`src/rtl/line_echo_ctrl.sv`:
```
// Line-buffering echo controller: drains the RX FIFO into an editable line
// buffer and, on CR, replays the line to the TX FIFO followed by CR LF.
module line_echo_ctrl #(
  parameter int unsigned DEPTH = 32,
  parameter int unsigned AW    = 5
) (
  input  logic       CLK,
  input  logic       RST,
  input  logic       Empty_Sig,
  input  logic [7:0] FIFO_Read_Data,
  output logic       Read_Req_Sig,
  input  logic       Full_Sig,
  output logic [7:0] FIFO_Write_Data,
  output logic       Write_Req_Sig,
  output logic       Busy,
  output logic       Overflow_Flag,
  output logic [7:0] Line_Count
);

  localparam int unsigned CW = AW + 1;

  localparam logic [2:0] S_IDLE     = 3'd0;
  localparam logic [2:0] S_RD_REQ   = 3'd1;
  localparam logic [2:0] S_RD_CAP   = 3'd2;
  localparam logic [2:0] S_EMIT     = 3'd3;
  localparam logic [2:0] S_EMIT_GAP = 3'd4;
  localparam logic [2:0] S_EMIT_CR  = 3'd5;
  localparam logic [2:0] S_EMIT_LF  = 3'd6;

  localparam logic [7:0] CH_CR = 8'h0D;
  localparam logic [7:0] CH_LF = 8'h0A;
  localparam logic [7:0] CH_BS = 8'h08;

  localparam logic [CW-1:0] DEPTH_C = CW'(DEPTH);

  logic [2:0]    state_q, state_d;
  logic [CW-1:0] cnt_q, cnt_d;
  logic [AW-1:0] idx_q, idx_d;
  logic          rd_req_q, rd_req_d;
  logic          wr_req_q, wr_req_d;
  logic [7:0]    wdata_q, wdata_d;
  logic          busy_q, busy_d;
  logic          ovf_q, ovf_d;
  logic          ovf_arm_q, ovf_arm_d;
  logic [7:0]    lcnt_q, lcnt_d;
  logic          mem_we;
  logic [CW-1:0] idx_next;

  logic [7:0] line_mem_q [DEPTH];

  assign idx_next = {1'b0, idx_q} + CW'(1);

  // Next-state and registered-output decode
  always_comb begin
    state_d   = state_q;
    cnt_d     = cnt_q;
    idx_d     = idx_q;
    rd_req_d  = 1'b0;
    wr_req_d  = 1'b0;
    wdata_d   = wdata_q;
    busy_d    = busy_q;
    ovf_d     = ovf_q;
    ovf_arm_d = ovf_arm_q;
    lcnt_d    = lcnt_q;
    mem_we    = 1'b0;

    case (state_q)
      S_IDLE: begin
        if (!Empty_Sig) begin
          rd_req_d = 1'b1;
          state_d  = S_RD_REQ;
        end
      end

      S_RD_REQ: state_d = S_RD_CAP;

      S_RD_CAP: begin
        state_d = S_IDLE;
        case (FIFO_Read_Data)
          CH_CR: begin
            busy_d  = 1'b1;
            idx_d   = '0;
            state_d = (cnt_q != '0) ? S_EMIT : S_EMIT_CR;
          end
          CH_BS: begin
            if (cnt_q != '0) begin
              cnt_d = cnt_q - CW'(1);
            end
          end
          CH_LF: ;
          default: begin
            if (cnt_q < DEPTH_C) begin
              mem_we = 1'b1;
              cnt_d  = cnt_q + CW'(1);
              // First stored byte after an emission retires the old overflow
              if (ovf_arm_q) begin
                ovf_d     = 1'b0;
                ovf_arm_d = 1'b0;
              end
            end else begin
              ovf_d = 1'b1;
            end
          end
        endcase
      end

      S_EMIT: begin
        if (!Full_Sig) begin
          wr_req_d = 1'b1;
          wdata_d  = line_mem_q[idx_q];
          state_d  = S_EMIT_GAP;
        end
      end

      S_EMIT_GAP: begin
        idx_d   = idx_q + AW'(1);
        state_d = (idx_next == cnt_q) ? S_EMIT_CR : S_EMIT;
      end

      S_EMIT_CR: begin
        if (!Full_Sig) begin
          wr_req_d = 1'b1;
          wdata_d  = CH_CR;
          state_d  = S_EMIT_LF;
        end
      end

      // Wait out the CR pulse so every write is followed by an idle cycle
      S_EMIT_LF: begin
        if (!Full_Sig && !wr_req_q) begin
          wr_req_d  = 1'b1;
          wdata_d   = CH_LF;
          cnt_d     = '0;
          busy_d    = 1'b0;
          lcnt_d    = lcnt_q + 8'd1;
          ovf_arm_d = 1'b1;
          state_d   = S_IDLE;
        end
      end

      default: state_d = S_IDLE;
    endcase
  end

  // Control and output registers
  always_ff @(posedge CLK or posedge RST) begin
    if (RST) begin
      state_q   <= S_IDLE;
      cnt_q     <= '0;
      idx_q     <= '0;
      rd_req_q  <= 1'b0;
      wr_req_q  <= 1'b0;
      wdata_q   <= 8'h00;
      busy_q    <= 1'b0;
      ovf_q     <= 1'b0;
      ovf_arm_q <= 1'b0;
      lcnt_q    <= 8'h00;
    end else begin
      state_q   <= state_d;
      cnt_q     <= cnt_d;
      idx_q     <= idx_d;
      rd_req_q  <= rd_req_d;
      wr_req_q  <= wr_req_d;
      wdata_q   <= wdata_d;
      busy_q    <= busy_d;
      ovf_q     <= ovf_d;
      ovf_arm_q <= ovf_arm_d;
      lcnt_q    <= lcnt_d;
    end
  end

  // Line storage; contents are don't-care until written
  always_ff @(posedge CLK) begin
    if (mem_we) begin
      line_mem_q[cnt_q[AW-1:0]] <= FIFO_Read_Data;
    end
  end

  assign Read_Req_Sig    = rd_req_q;
  assign Write_Req_Sig   = wr_req_q;
  assign FIFO_Write_Data = wdata_q;
  assign Busy            = busy_q;
  assign Overflow_Flag   = ovf_q;
  assign Line_Count      = lcnt_q;

endmodule
```
`config.mk`:
```
export PLATFORM = sky130hd
export DESIGN_NAME = line_echo_ctrl
export DESIGN_NICKNAME = d
export VERILOG_FILES = /design/src/rtl/line_echo_ctrl.sv
export SDC_FILE = /design/constraint.sdc
export NUM_CORES = 1
export LEC_CHECK = 0
export CAP_MARGIN = 20
export CORE_ASPECT_RATIO = 1.5
export CORE_UTILIZATION = 45
export DETAILED_ROUTE_END_ITERATION = 10
export GPL_ROUTABILITY_DRIVEN = 1
export GPL_TIMING_DRIVEN = 0
export SLEW_MARGIN = 20
export SYNTH_ARGS = -nofsm -noshare
export SYNTH_HDL_FRONTEND = slang
export SYNTH_SLANG_ARGS = --single-unit
export TNS_END_PERCENT = 10
```
`constraint.sdc`:
```
create_clock -name CLK -period 2.9 [get_ports CLK]
set_input_delay 0.435 -clock CLK [delete_from_list [all_inputs] [get_ports CLK]]
set_output_delay 0.435 -clock CLK [all_outputs]
set_load 0.03 [all_outputs]
```
; After elaboration in Yosys (flattened, before gate mapping)
; Memory sizes are Yosys's and may differ from the RTL's.
; Cells that the tools add are included.
[classes]
n_mux = 38
n_shift = 0
eq_ne = 21
n_mul = 0
n_reduce_logical = 19
add_sub_neg = 5
n_div = 0
n_lt_le_gt_ge = 1
bitwise = 1
[op_table]
columns = operator, count
row1 = "equality test 8 x 4 -> 1 bit, second input constant", 3
row2 = two-way mux 8 bit, 3
row3 = one-hot mux 6 bit (2 select lines), 2
row4 = one-hot mux 8 bit (3 select lines), 1
row5 = two-way mux 3 bit, 7
row6 = one-hot mux 3 bit (7 select lines), 1
row7 = two-way mux 6 bit, 3
row8 = "inequality test 2 bit, second input constant", 9
row9 = two-way mux 1 bit, 16
row10 = AND reduction 4 bit, 3
row11 = one-hot mux 5 bit (2 select lines), 1
row12 = "equality test 3 bit, second input constant", 3
row13 = "adder 8 x 1 -> 8 bit, second input constant", 1
row14 = "adder 5 x 1 -> 6 bit, second input constant", 1
row15 = "adder 6 x 1 -> 6 bit, second input constant", 1
row16 = "equality test 3 x 2 -> 1 bit, second input constant", 2
row17 = equality test 6 bit, 1
row18 = "less-than comparator 6 bit, second input constant", 1
row19 = "inequality test 3 bit, second input constant", 2
row20 = one-hot mux 1 bit (2 select lines), 3
row21 = AND reduction 3 bit, 2
row22 = nonzero test 6 bit, 1
row23 = "subtractor 6 x 1 -> 6 bit, second input constant", 1
row24 = "adder 5 x 1 -> 5 bit, second input constant", 1
row25 = 12 further kinds, 16
[totals]
ramBits = 256
memories = 1
ff_bits = 35
word_cells = 96
input_bits = 12
latch_bits = 0
rom_bits = 0
output_inout_bits = 20
[mem_list]
columns = name, depth, width, read_ports, rd_ports_with_merged_regs, wr, line_no
row1 = line_mem_q, 32, 8, 1, 0, 1, 49  ; logic [7:0] line_mem_q [DEPTH];

; Logic depth before layout (Yosys ltp)
[logic_depth]
ltp_word = 6
depth_mapped = 10
mapped_depth_nobuf = 10

; Worst setup path before layout
; OpenSTA, ideal clock, no wires.
[synth_path]
path_kind = in2reg
start = input port FIFO_Read_Data[5]
end = register cnt_q[5]
setup_ps = 146
path_buffers = 0
required_time_ps = 2754
cell_stages = 10
arrival_time_ps = 2890
setup_slack_ps = -136
cell_sequence = or4b_1 -> or2_0 -> or4_1 -> inv_1 -> ha_1 -> a21o_1 -> a21oi_1 -> or4b_2 -> o2111ai_1 -> mux2i_1
[synth_via]
elab_chain_len = 4
elab_cells_between_ends = 10
cone_classes = eq/ne (6) / mux (2) / reduce/logical (2)
[synth_lines]
columns = item, line_no
row1 = "start, declared", 10  ; input logic [7:0] FIFO_Read_Data,
row2 = equality test 8 x 4 -> 1 bit, 79  ; case (FIFO_Read_Data)
row3 = OR reduction 2 bit (no source line), n/a
row4 = one-hot mux 6 bit (2 select lines) / inequality test 2 bit (equally long branches), n/a
row5 = one-hot mux 6 bit (2 select lines) / AND reduction 5 bit (equally long branches), n/a
row6 = "end signal, assigned", 160  ; cnt_q <= cnt_d;
row7 = "end, declared", 37  ; logic [CW-1:0] cnt_q, cnt_d;
; Several ways; a longest one is shown, not always the timed one.
; A chain may end at the register's enable or synchronous reset.

; Final worst setup path
[layout_path]
start = input port FIFO_Read_Data[7]
end = register cnt_q[5]
; The elaborated chain is that of the path after synthesis.

==> insert_results.sql <==
INSERT INTO impl_metrics (metric_group, metric, value, unit) VALUES
('worst_setup_path', 'critPathMostFrequentCell', 'sky130_fd_sc_hd__or4b_4', ''),
('sta', 'max_clock_freq', '353', 'MHz'),
('global_routing', 'globalRoute.totalOverflow', '0', ''),
('worst_hold_path', 'timing.hold.worst.class', 'in -> async', ''),
('global_routing', 'grt_max_degree', '37', ''),
('cts', 'cts.reportedPaths.clkPinSlew', '70', 'ps'),
('route', 'vias_per_cell', '6.06', ''),
('cts', 'clock-sinks', '291', ''),
('worst_setup_path', 'worstPathCellList', 'buf_4, or4b_4, or2_0, or4_4, inv_4, ha_4, a21o_1, a21oi_2, or4b_4, o2111ai_1, mux2i_1', ''),
('worst_setup_path', 'largest_fanout_on_the_critical_path', '33', ''),
('sta', 'period_minus_slack', '2830', 'ps'),
('logic_synthesis', 'synthesis.nets', '713', ''),
('worst_setup_path', 'slowest_stage', 'sky130_fd_sc_hd__or4b_4', ''),
('logic_synthesis', 'synth.yosys.seq_area_share', '70.5', '%'),
('placed_design', 'place.gp.congestion', '0.920', ''),
('logic_synthesis', 'synth.yosys.warnings', '0', ''),
('power', 'worst_ir_drop_vdd', '0.671', 'mV'),
('placed_design', 'portBuffers', '30', ''),
('logic_synthesis', 'syn-mean-instance-area', '17.5', 'um2'),
('cts', 'ctsRootBufferMaster', 'sky130_fd_sc_hd__clkbuf_16', ''),
('global_routing', 'most_used_routing_layer', 'met2', ''),
('worst_setup_path', 'crit-reg2reg-launch', 'state_q[0]$_DFFE_PP0P_', ''),
('logic_synthesis', 'synthDominantCellAreaShare', '63.3', '%'),
('global_routing', 'first_global_vias', '6858', ''),
('cts', 'cts_made_buffers', '27', ''),
('sta', 'timing.final.hold_violations', '0', ''),
('logic_synthesis', 'postSynth.asyncResetShare', '12.0', '%'),
('worst_setup_path', 'timing.critical_path.arrival', '3230', 'ps'),
('cts', 'htree_num_levels', '1', ''),
('cts', 'tritoncts_clock_tree', 'done', ''),
('sta', 'worst_slew_pin_slew', '951', 'ps'),
('worst_setup_path', 'cp-end-kind', 'register', ''),
('sta', 'maxSlewViolCount', '0', ''),
('placed_design', 'dp.final_hpwl', '20500', 'um'),
('placed_design', 'detailed_place.area', '12900', 'um2'),
('worst_setup_path', 'cp_data_required_time', '3300', 'ps'),
('worst_setup_path', 'cell_class_contributing_the_biggest_share_of_worst_path_delay', 'simple AND/OR/NAND/NOR gates', ''),
('floorplanning', 'floorplan.initialDensity', '45.9', '%'),
('sta', 'setup_repair_after_global_routing_missed_its_margin', 'false', ''),
('logic_synthesis', 'mappedNetlistArea', '12200', 'um2'),
('worst_setup_path', 'worstSetupPathDepth', '11', ''),
('cells_and_area', 'number_of_inserted_diodes', '0', ''),
('flow_run', 'maxCapViolations', '0', ''),
('floorplanning', 'die-width', '136', 'um'),
('logic_synthesis', 'yosys_cell_types', '66', ''),
('cells_and_area', 'finalNetCount', '773', ''),
('route', 'avgRoutedWirePerCell', '27.3', 'um'),
('floorplanning', 'fp-row-count', '73', ''),
('run_status', 'run_status', 'complete, no violations', ''),
('floorplanning', 'floorplan.die_area', '27700', 'um2'),
('worst_setup_path', 'r2r.worst_path.cells', '5', ''),
('floorplanning', 'die_h', '203', 'um'),
('sta', 'final-setup-viol-count', '0', ''),
('logic_synthesis', 'synth-edff-count', '256', ''),
('sta', 'clock-skew-final', '10.4', 'ps'),
('global_routing', 'global_route.usage.met1', '28.2', '%'),
('logic_synthesis', 'synthFlopType', 'sky130_fd_sc_hd__edfxtp_1', ''),
('sta', 'tns', '0', 'ps'),
('route', 'detail-route-antenna-nets', '0', ''),
('floorplanning', 'core-area', '26500', 'um2'),
('global_routing', 'grt_pass1_wl', '44500', 'um'),
('sta', 'final.hold.worst_slack', '220', 'ps'),
('power', 'total_power', '0.0130', 'W'),
('cells_and_area', 'register_area', '8560', 'um2'),
('cells_and_area', 'fillers', '2124', ''),
('floorplanning', 'io_pins', '32', ''),
('power', 'cellLeakagePower', '4.57', 'nW'),
('route', 'route.final.wire_length', '30300', 'um'),
('cts', 'clk_latency', '540', 'ps'),
('global_routing', 'grtUsageMet3', '3.16', '%'),
('route', 'drc_errors', '0', '');
-- layer usage --
metal / routed length [um] / up-vias / part of all wire (%)
met5: 0 / - / 0
met4: 1370 / 0 / 4.5
met3: 1980 / 73 / 6.5
met2: 15600 / 314 / 52
met1: 11300 / 3447 / 37
li1: - / 2882 / -
-- final timing paths --
kind / to / slack, ps
setup / recovery: cnt_q[5]$_DFFE_PP0P_ / 70
hold / removal: state_q[2]$_DFFE_PP0P_ / 220
setup reg to reg: line_mem_q[22][4]$_DFFE_PP_ / 170
hold reg to reg: Busy$_DFFE_PP0P_ / 480
max in group asynchronous: FIFO_Write_Data[5]$_DFFE_PP0P_ / 2210
min in group CLK: line_mem_q[27][3]$_DFFE_PP_ / 320
-- metrics by stage --
stage	cells	worst slack [ps]
floorplan	693	28.5
global placement	1060	-1550
detailed placement	1061	-1570
CTS	1109	9.34
global route	1109	2.89
finish	1109	66.0
-- layout by cell type, fill, tap and decap left out, drive strengths merged, types with 5 or more instances in the layout --
master,synthesis,final
a21oi,11,11
nor4,5,5
ha,7,7
nand2,39,39
bufinv,0,5
a21o,5,5
dfrtp,35,35
nor2,51,51
nand4,5,5
xor2,10,10
inv,7,7
nand2b,9,9
a211oi,10,10
mux2i,13,13
mux4,61,61
o21ai,10,10
nor3,13,13
nand3,11,11
clkdlybuf4s50,0,22
nor2b,18,18
o31ai,5,5
nand3b,8,8
buf,31,40
a22o,5,5
clkbuf,7,35
xnor2,8,8
clkinv,1,14
edfxtp,256,256
-- final cells by class --
type	count	area share, %
inverters	8	0.235
plain buffers	38	1.83
well taps	337	3.05
clock buffers	28	4.92
clock inverters	20	1.66
flip-flops and latches	291	62.0
repair buffers	31	2.15
multi-input cells	356	24.2
-- logic make-up after synthesis --
kind of cell | share of synthesized area [%]
DFF | 70.5
and+or+nand+nor | 7.54
AOI/OAI and AO/OA | 4.60
muxes | 12.9
buffers and inverters | 2.33
xor gates and xnor gates | 1.30
adders and majority gates | 0.886
-- synthesized netlist by cell type, types with 9 or more instances --
library cell,instances
sky130_fd_sc_hd__edfxtp_1,256
sky130_fd_sc_hd__mux4_2,51
sky130_fd_sc_hd__nor2_1,51
sky130_fd_sc_hd__nand2_1,39
sky130_fd_sc_hd__dfrtp_1,35
sky130_fd_sc_hd__nor2b_1,18
sky130_fd_sc_hd__mux2i_1,13
sky130_fd_sc_hd__nor3_1,13
sky130_fd_sc_hd__buf_2,12
sky130_fd_sc_hd__a21oi_1,11
sky130_fd_sc_hd__buf_4,11
sky130_fd_sc_hd__mux4_1,10
sky130_fd_sc_hd__nand3_1,10
sky130_fd_sc_hd__xor2_1,10
sky130_fd_sc_hd__a211oi_1,9
sky130_fd_sc_hd__nand2b_1,9
sky130_fd_sc_hd__o21ai_0,9
-- where the power goes --
part	switching [W]	internal, W
Clock	0.00152	0.00214
Combinational	0.00258	0.00173
Sequential	0.000215	0.00483
-- registers in the layout (all words and copies together) (netlist names) --
| name | flops |
|---|---|
| line_mem_q | 256 |
| FIFO_Write_Data | 8 |
| Line_Count | 8 |
| cnt_q | 6 |
| idx_q | 5 |
| state_q | 3 |
| Busy | 1 |
| Overflow_Flag | 1 |
| Read_Req_Sig | 1 |
| Write_Req_Sig | 1 |
| ovf_arm_q | 1 |
-- worst register-to-register path: stages, from the launching register on --
cell                      delay (ps)
sky130_fd_sc_hd__dfrtp_1         440
sky130_fd_sc_hd__or3b_1          470
sky130_fd_sc_hd__a21oi_1         180
sky130_fd_sc_hd__buf_2           270
sky130_fd_sc_hd__nand4_1         200
sky130_fd_sc_hd__nor2_1          780
-- repair_timing --
item / in CTS / in global routing
gates resized for setup: 12 / 7
endpoints found under the setup margin: 262 / 23
hold buffers: 0 / 0
No activity file was read; power rests on OpenSTA's default activity.
